<file path="config.mk">
export PLATFORM = sky130hd
export DESIGN_NAME = pipe_stage_reg
export DESIGN_NICKNAME = d
export VERILOG_FILES = /design/src/rtl/pipe_pkg.sv /design/src/rtl/pipe_skid_buf.sv /design/src/rtl/pipe_stage_reg.sv
export SDC_FILE = /design/constraint.sdc
export NUM_CORES = 1
export LEC_CHECK = 0
export ABC_CLOCK_PERIOD_IN_PS = 2650
export BUFFER_PORTS_ARGS = -buffer_cell sky130_fd_sc_hd__buf_4
export CAP_MARGIN = 20
export CORE_MARGIN = 3
export CORE_UTILIZATION = 46
export DETAILED_ROUTE_END_ITERATION = 10
export PLACE_DENSITY_LB_ADDON = 0.15
export SLEW_MARGIN = 0
export SYNTH_ARGS = -nofsm -noshare
export SYNTH_HDL_FRONTEND = slang
export SYNTH_SLANG_ARGS = --single-unit
export TNS_END_PERCENT = 5
</file>
<file path="constraint.sdc">
create_clock -name clk -period 2.65 [get_ports clk]
set_clock_uncertainty 0.2 [all_clocks]
set_input_delay 0.265 -clock clk [delete_from_list [all_inputs] [get_ports clk]]
set_output_delay 0.265 -clock clk [all_outputs]
set_load 0.005 [all_outputs]
</file>
<file path="src/rtl/pipe_pkg.sv">
// Shared MIPS pipeline definitions: per-stage control words, bubble values, counter width.
package pipe_pkg;

  localparam int PIPE_CNT_W = 16;

  typedef struct packed {
    logic       reg_dst;
    logic [1:0] alu_op;
    logic       alu_src;
    logic       branch;
    logic       jump;
    logic       mem_wr;
    logic       mem_rd;
    logic       mem_to_reg;
    logic       reg_wr;
  } id_ex_ctrl_t;

  typedef struct packed {
    logic       pc_src;
    logic       reg_wr;
    logic       mem_wr;
    logic       mem_rd;
    logic       mem_to_reg;
    logic [1:0] mem_size;
    logic       mem_signed;
    logic       branch;
    logic       jump;
  } ex_mem_ctrl_t;

  typedef struct packed {
    logic       mem_to_reg;
    logic       reg_wr;
  } mem_wb_ctrl_t;

  localparam int ID_EX_CTRL_W  = $bits(id_ex_ctrl_t);
  localparam int EX_MEM_CTRL_W = $bits(ex_mem_ctrl_t);
  localparam int MEM_WB_CTRL_W = $bits(mem_wb_ctrl_t);

  // Bubbles must deassert every write enable; all-zero does that for every stage.
  localparam id_ex_ctrl_t  ID_EX_BUBBLE  = '0;
  localparam ex_mem_ctrl_t EX_MEM_BUBBLE = '0;
  localparam mem_wb_ctrl_t MEM_WB_BUBBLE = '0;

endpackage

</file>
<file path="src/rtl/pipe_skid_buf.sv">
// Second (overflow) entry of a pipeline stage: catches the entry accepted while main stalls.
module pipe_skid_buf
  import pipe_pkg::*;
#(
  parameter int DATA_W = 96,
  parameter int CTRL_W = EX_MEM_CTRL_W
) (
  input  logic              clk,
  input  logic              reset,
  input  logic              flush,
  input  logic              load,
  input  logic              drain,
  input  logic [CTRL_W-1:0] in_ctrl,
  input  logic [DATA_W-1:0] in_data,
  output logic              skid_valid,
  output logic [CTRL_W-1:0] skid_ctrl,
  output logic [DATA_W-1:0] skid_data
);

  always_ff @(posedge clk or negedge reset) begin
    if (!reset) begin
      skid_valid <= 1'b0;
      skid_ctrl  <= '0;
      skid_data  <= '0;
    end else begin
      if (flush)      skid_valid <= 1'b0;
      else if (load)  skid_valid <= 1'b1;
      else if (drain) skid_valid <= 1'b0;
      if (load) begin
        skid_ctrl <= in_ctrl;
        skid_data <= in_data;
      end
    end
  end

endmodule

</file>
<file path="src/rtl/pipe_stage_reg.sv">
// Generic pipeline stage register with handshake, flush, bubble control and stall counter.
// Define PIPE_SKID_EN for a two-entry skid version with registered in_ready.
module pipe_stage_reg
  import pipe_pkg::*;
#(
  parameter int                 DATA_W      = 96,
  parameter int                 CTRL_W      = 10,
  parameter logic [CTRL_W-1:0]  CTRL_BUBBLE = '0,
  parameter int                 CNT_W       = PIPE_CNT_W
) (
  input  logic              clk,
  input  logic              reset,
  input  logic              flush,
  input  logic              in_valid,
  output logic              in_ready,
  input  logic [CTRL_W-1:0] in_ctrl,
  input  logic [DATA_W-1:0] in_data,
  output logic              out_valid,
  input  logic              out_ready,
  output logic [CTRL_W-1:0] out_ctrl,
  output logic [DATA_W-1:0] out_data,
  output logic [CNT_W-1:0]  stall_cnt
);

  logic              main_valid;
  logic [CTRL_W-1:0] main_ctrl;
  logic [DATA_W-1:0] main_data;
  logic              accept, xfer;
  logic              main_load;
  logic [CTRL_W-1:0] nxt_ctrl;
  logic [DATA_W-1:0] nxt_data;

  assign accept = in_valid & in_ready;
  assign xfer   = main_valid & out_ready;

`ifdef PIPE_SKID_EN
  logic              skid_valid;
  logic [CTRL_W-1:0] skid_ctrl;
  logic [DATA_W-1:0] skid_data;
  logic              skid_load, skid_drain;

  // in_ready comes straight from a flop, so upstream sees no combinational path.
  assign in_ready   = ~skid_valid;
  assign skid_load  = accept & main_valid & ~out_ready & ~flush;
  assign skid_drain = skid_valid & xfer;

  always_comb begin
    main_load = 1'b0;
    nxt_ctrl  = in_ctrl;
    nxt_data  = in_data;
    if (!flush) begin
      if (skid_drain) begin
        main_load = 1'b1;
        nxt_ctrl  = skid_ctrl;
        nxt_data  = skid_data;
      end else if (accept && (!main_valid || out_ready)) begin
        main_load = 1'b1;
      end
    end
  end

  pipe_skid_buf #(
    .DATA_W (DATA_W),
    .CTRL_W (CTRL_W)
  ) u_skid (
    .clk        (clk),
    .reset      (reset),
    .flush      (flush),
    .load       (skid_load),
    .drain      (skid_drain),
    .in_ctrl    (in_ctrl),
    .in_data    (in_data),
    .skid_valid (skid_valid),
    .skid_ctrl  (skid_ctrl),
    .skid_data  (skid_data)
  );
`else
  assign in_ready = ~main_valid | out_ready;

  always_comb begin
    main_load = accept & ~flush;
    nxt_ctrl  = in_ctrl;
    nxt_data  = in_data;
  end
`endif

  // Flush wins over any same-cycle accept; a same-cycle transfer has already happened downstream.
  always_ff @(posedge clk or negedge reset) begin
    if (!reset) begin
      main_valid <= 1'b0;
      main_ctrl  <= '0;
      main_data  <= '0;
    end else begin
      if (flush)          main_valid <= 1'b0;
      else if (main_load) main_valid <= 1'b1;
      else if (xfer)      main_valid <= 1'b0;
      if (main_load) begin
        main_ctrl <= nxt_ctrl;
        main_data <= nxt_data;
      end
    end
  end

  always_ff @(posedge clk or negedge reset) begin
    if (!reset)
      stall_cnt <= '0;
    else if (main_valid && !out_ready && stall_cnt != {CNT_W{1'b1}})
      stall_cnt <= stall_cnt + CNT_W'(1);
  end

  assign out_valid = main_valid;
  assign out_ctrl  = main_valid ? main_ctrl : CTRL_BUBBLE;
  assign out_data  = main_data;

endmodule
</file>
After elaboration in Yosys (flattened, before gate mapping):

Cells that the tools add are included.

* register bits after elaboration: 123
* bits in latches: 0
* bits in writable memories: 0
* bits in read-only memories: 0
* bits of input ports: 111
* word-level logic and storage cells: 20
* memories: 0

* add/subtract/negate cells: 1
* multiply operators: 0
* divide/modulo/power cells: 0
* order comparisons: 0
* eq/ne operators: 1
* shift-type cells: 0
* muxes and demuxes: 4
* bitwise operators: 6
* reduce and logical (&&, ||, !) cells: 4

Operator list (count)
* $add A16 B1 Y16 const B: 1
* $ne A16 B16 Y1 const B: 1
* $mux W10: 1
* $and A1 B1 Y1: 3
* $mux W1: 3
* $reduce_bool A3 Y1: 1
* $logic_and A1 B1 Y1: 2
* $not A1 Y1: 2
* $logic_not A1 Y1: 1
* $or A1 B1 Y1: 1

Logic depth before layout (Yosys ltp):

* depth in word-level cells: 6
* mapped depth: 6
* gate-level depth less buffers: 5

Worst setup path before layout:

OpenSTA, ideal clock, no wires.

* kind: register -> register
* start point: register main_valid, in the netlist out_valid
* end point: register main_data[44], in the netlist out_data[44]
* data arrival time: 1614 ps
* required time: 2325 ps
* slack: 711 ps
* cell stages (with the launch flop): 6
* cell sequence: dfrtp_1 > and2b_1 > nor3b_2 > buf_2 > buf_4 > mux2_2

* longest elaborated chain between the ends: 4

RTL lines
* start: declaration: line pipe_stage_reg.sv:25 `logic main_valid;`
* start signal: assignment: line pipe_stage_reg.sv:90 `main_valid <= 1'b0;`
* start signal: assignment: line pipe_stage_reg.sv:94 `if (flush) main_valid <= 1'b0;`
* start signal: assignment: line pipe_stage_reg.sv:95 `else if (main_load) main_valid <= 1'b1;`
* $not A1 Y1: line pipe_stage_reg.sv:78 `assign in_ready = ~main_valid | out_ready;`
* $or A1 B1 Y1: line pipe_stage_reg.sv:78
* $and A1 B1 Y1: line pipe_stage_reg.sv:33 `assign accept = in_valid & in_ready;`
* $and A1 B1 Y1: line pipe_stage_reg.sv:81 `main_load = accept & ~flush;`
* end signal: assignment: line pipe_stage_reg.sv:99 `main_data <= nxt_data;`
* end: declaration: line pipe_stage_reg.sv:27 `logic [DATA_W-1:0] main_data;`

No other way between the ends.
A chain may end at the register's enable or synchronous reset.

Worst setup path in the final report:

* start point: register main_valid, in the netlist out_valid
* end point: register stall_cnt[13]

* longest elaborated chain between the ends: 2

RTL lines
* $logic_and A1 B1 Y1 (2 in a row): line pipe_stage_reg.sv:107 `else if (main_valid && !out_ready && stall_cnt != {CNT_W{1'b1}})`
* end signal: assignment: line pipe_stage_reg.sv:108 `stall_cnt <= stall_cnt + CNT_W'(1);`
* end: declaration: line pipe_stage_reg.sv:22 `output logic [CNT_W-1:0] stall_cnt`

No other way between the ends.

==> results.yml <==
setup_path:
  worstSetupPathType: "flop to flop"
  required_ns: 2.83
  rr_startpoint: "out_valid$_DFFE_PN0P_"
  startpoint_type: "flop"
  rrSetupSlack_ns: 0.39
  crit_path_max_fanout: 12
  path_cells: "and2b_1 > inv_1 > nor3_1 > nand3_1 > xnor2_1"
  worst_path_max_delay_cell: "dfrtp_1"
  rr_worst_depth: 5
  critPathLaunch: "out_valid$_DFFE_PN0P_"
  crit_path_end_kind: "flop"
  slowest_delay_ns: 0.57
  worst_ep_arrival_time_ns: 2.45
  r2r_end: "stall_cnt[13]$_DFFE_PN0P_"
  crit_end: "stall_cnt[13]$_DFFE_PN0P_"
power_and_ir_drop:
  pwr-share-seq_pct: 41.5
  power.leakage_nw: 3.90
  power.density_mw_per_mm2: 697
  switching_power_mw: 1.44
  power_mw: 5.83
  combPwrFrac_pct: 22.2
  clkPwrFrac_pct: 36.3
  swShare_pct: 24.7
  intPower_mw: 4.39
  peakVddDrop_uv: 418
layout:
  fin_nets: 774
  nFillCells: 492
  diodes: 0
  fin_area_mm2: 0.00836
  stdcell_count: 804
  syn2layout_area_growth_pct: 74.4
  multi_input_area_mm2: 0.00165
  final-seq-area_mm2: 0.00308
  layout-drive-gt1-share_pct: 55.6
timing:
  fin_setup_tns_ns: 0
  worst_pin_slew_ns: 0.618
  fin_ws_ns: 0.389
  slew_violations: 0
  post-route-period-util_pct: 85.3
  rsz0062_at_grt: "no"
  min_period_ns: 2.26
  setup_viol: 0
  timing.fmax_mhz: 442
  hold_viol: 0
  timing.slew.headroom_pct: 58.5
detailed_routing:
  avgRoutedWirePerCell_um: 19.7
  firstDrtPassIters: 4
  routed_wl_um: 15800
  via_per_inst: 4.93
  drc: 0
  vias: 3963
  antenna_left: 0
  drtIter0Drc: 148
placed_design:
  place_ws_ns: 0.388
  dp_hpwl_um: 9070
  gp_congestion: 0.829
  dp.cells: 667
  io_buffers: 234
  dpl_cell_area_mm2: 0.00674
synthesis:
  yosysWarnings: 0
  ys_types: 26
  avgSynthCellArea_um2: 15.6
  ys_seq_area_share_pct: 64.2
  syn-cell-area_mm2: 0.00479
  synth.net_count: 420
  netlist_instances: 308
  synth_seq_cells: 123
floorplan:
  die-height_um: 108
  start_util_pct: 48.2
  dieWidth_um: 108
  io_pins: 235
  std_cell_rows: 36
  die_area_mm2: 0.0117
  core-area_mm2: 0.00995
grt:
  grt_usage_pct: 27.7
  antenna_found_initial: 0
  grt_max_degree: 57
  overflow: 0
  grt_pass1_vias: 4497
  grt_pass1_wl_um: 24300
run_status:
  status: "finished, final reports clean"
clock_network:
  cts_tree: "yes"
  numCtsBuffers: 17
  cts_buffer_depth: 2
  cts-resized-gates: 0
  cts_root_buffer: "clkbuf_8"
  clkTransAtPathRegs_ns: 0.05
  clk_latency_ns: 0.51
  cts_htree_levels: 4
  clock-sinks: 123
  post-cts-setup-buffers: 0
  holdBufCountCts: 109
job:
  max_cap_violations: 0
hold_path:
  hold_path_class: "input pin to async pin"
[cells by family (layout without fill, tap and decap cells)]
logic type      after synthesis  count (layout)  synth area share, %
mux                         107             107                 25.2
fa+ha+maj                     1               1                0.261
compound gates                2               2                0.470
buf+inv                      14             377                 1.62
flops                       123             123                 64.2
simple gates                 47              47                 5.69
xor+xnor                     14              14                 2.56
[power by group through the flow]
stage	combinational (mW)	clock [mW]	sequential (mW)
2_1_floorplan	0.375	0	2.42
3_3_place_gp	1.11	0	2.41
3_5_place_dp	1.13	0	2.42
4_1_cts	1.27	2.12	2.39
5_1_grt	1.39	2.23	2.46
6_report	1.30	2.11	2.42
[worst max-delay path: cells and delay by family, from the launching register on]
kind | cells | cell delay (ns)
xor gates and xnor gates | 1 | 0.16
DFF | 1 | 0.57
and+or+nand+nor | 3 | 1.06
buffers and inverters | 1 | 0.15
[state kept, by name, summed over array words and instances (netlist names)]
name / flops
stall_cnt: 16
out_valid: 1
main_ctrl: 10
out_data: 96
[synthesized netlist by cell type]
master	instances	area share [%]
inv_1	1	0.078
dfrtp_1	123	64
nand4b_1	1	0.18
nor2_1	5	0.39
nand2_1	7	0.55
xnor2_1	12	2.2
and2_1	10	1.3
or4_1	1	0.16
mux2_4	1	0.31
nor3_1	2	0.21
and2_4	1	0.18
nand4_1	7	0.91
o21a_1	1	0.16
mux2_2	106	25
nor4_1	1	0.13
buf_4	4	0.63
and2b_1	1	0.16
and4_1	2	0.37
clkbuf_1	1	0.078
nand3_1	7	0.73
a2111oi_2	1	0.31
xor2_1	2	0.37
buf_2	8	0.84
nand3b_1	1	0.16
nor3b_2	1	0.26
ha_1	1	0.26
[cell usage in the layout (no fill, tap or decap), types with 5 or more instances in the layout]
master	synthesis	routed
buf_4	4	235
dfrtp_1	123	123
dlygate4sd3_1	0	109
mux2_2	106	106
clkbuf_16	0	16
xnor2_1	12	12
and2_1	10	10
nand4_1	7	7
nand3_1	7	7
nand2_1	7	7
clkbuf_8	0	6
nor2_1	5	5
[metal layers]
metal | vias to the layer above | routed length [um] | global-route usage (%) | part of all wire (%)
li1 | 1791 | - | - | -
met1 | 1947 | 6020 | 31.6 | 38
met2 | 184 | 7980 | 48.2 | 50
met3 | 41 | 1270 | 7.58 | 8.1
met4 | 0 | 537 | 13.4 | 3.4
met5 | - | 0 | 0 | 0
[layout make-up]
class                           instances  share of cell area [%]
Sequential cell                       123                    36.8
Timing Repair Buffer                  348                    35.1
Clock inverter                          2                   0.419
Clock buffer                           26                    5.96
Multi-Input combinational cell        171                    19.7
Tap cell                              133                    1.99
Inverter                                1                  0.0449
[metrics by stage]
stage	utilization [%]	hold slack, ns
5_1_grt	84.0	0.136
3_3_place_gp	67.7	0.100
2_1_floorplan	-	-0.231
6_report	84.0	0.105
4_1_cts	84.0	0.0996
3_5_place_dp	67.7	0.102
[worst min-delay path by stage]
stage	to	slack [ns]	cells past startpoint
floorplan	main_ctrl[0]$_DFFE_PN0P_	-0.23	0
global placement	out_data[44]$_DFFE_PN0P_	0.10	1
detailed placement	out_data[44]$_DFFE_PN0P_	0.10	1
CTS	stall_cnt[2]$_DFFE_PN0P_	0.1	4
global route	out_data[52]$_DFFE_PN0P_	0.14	2
finish	out_data[44]$_DFFE_PN0P_	0.11	2
Note: power is estimated with default switching activity, not from simulation.
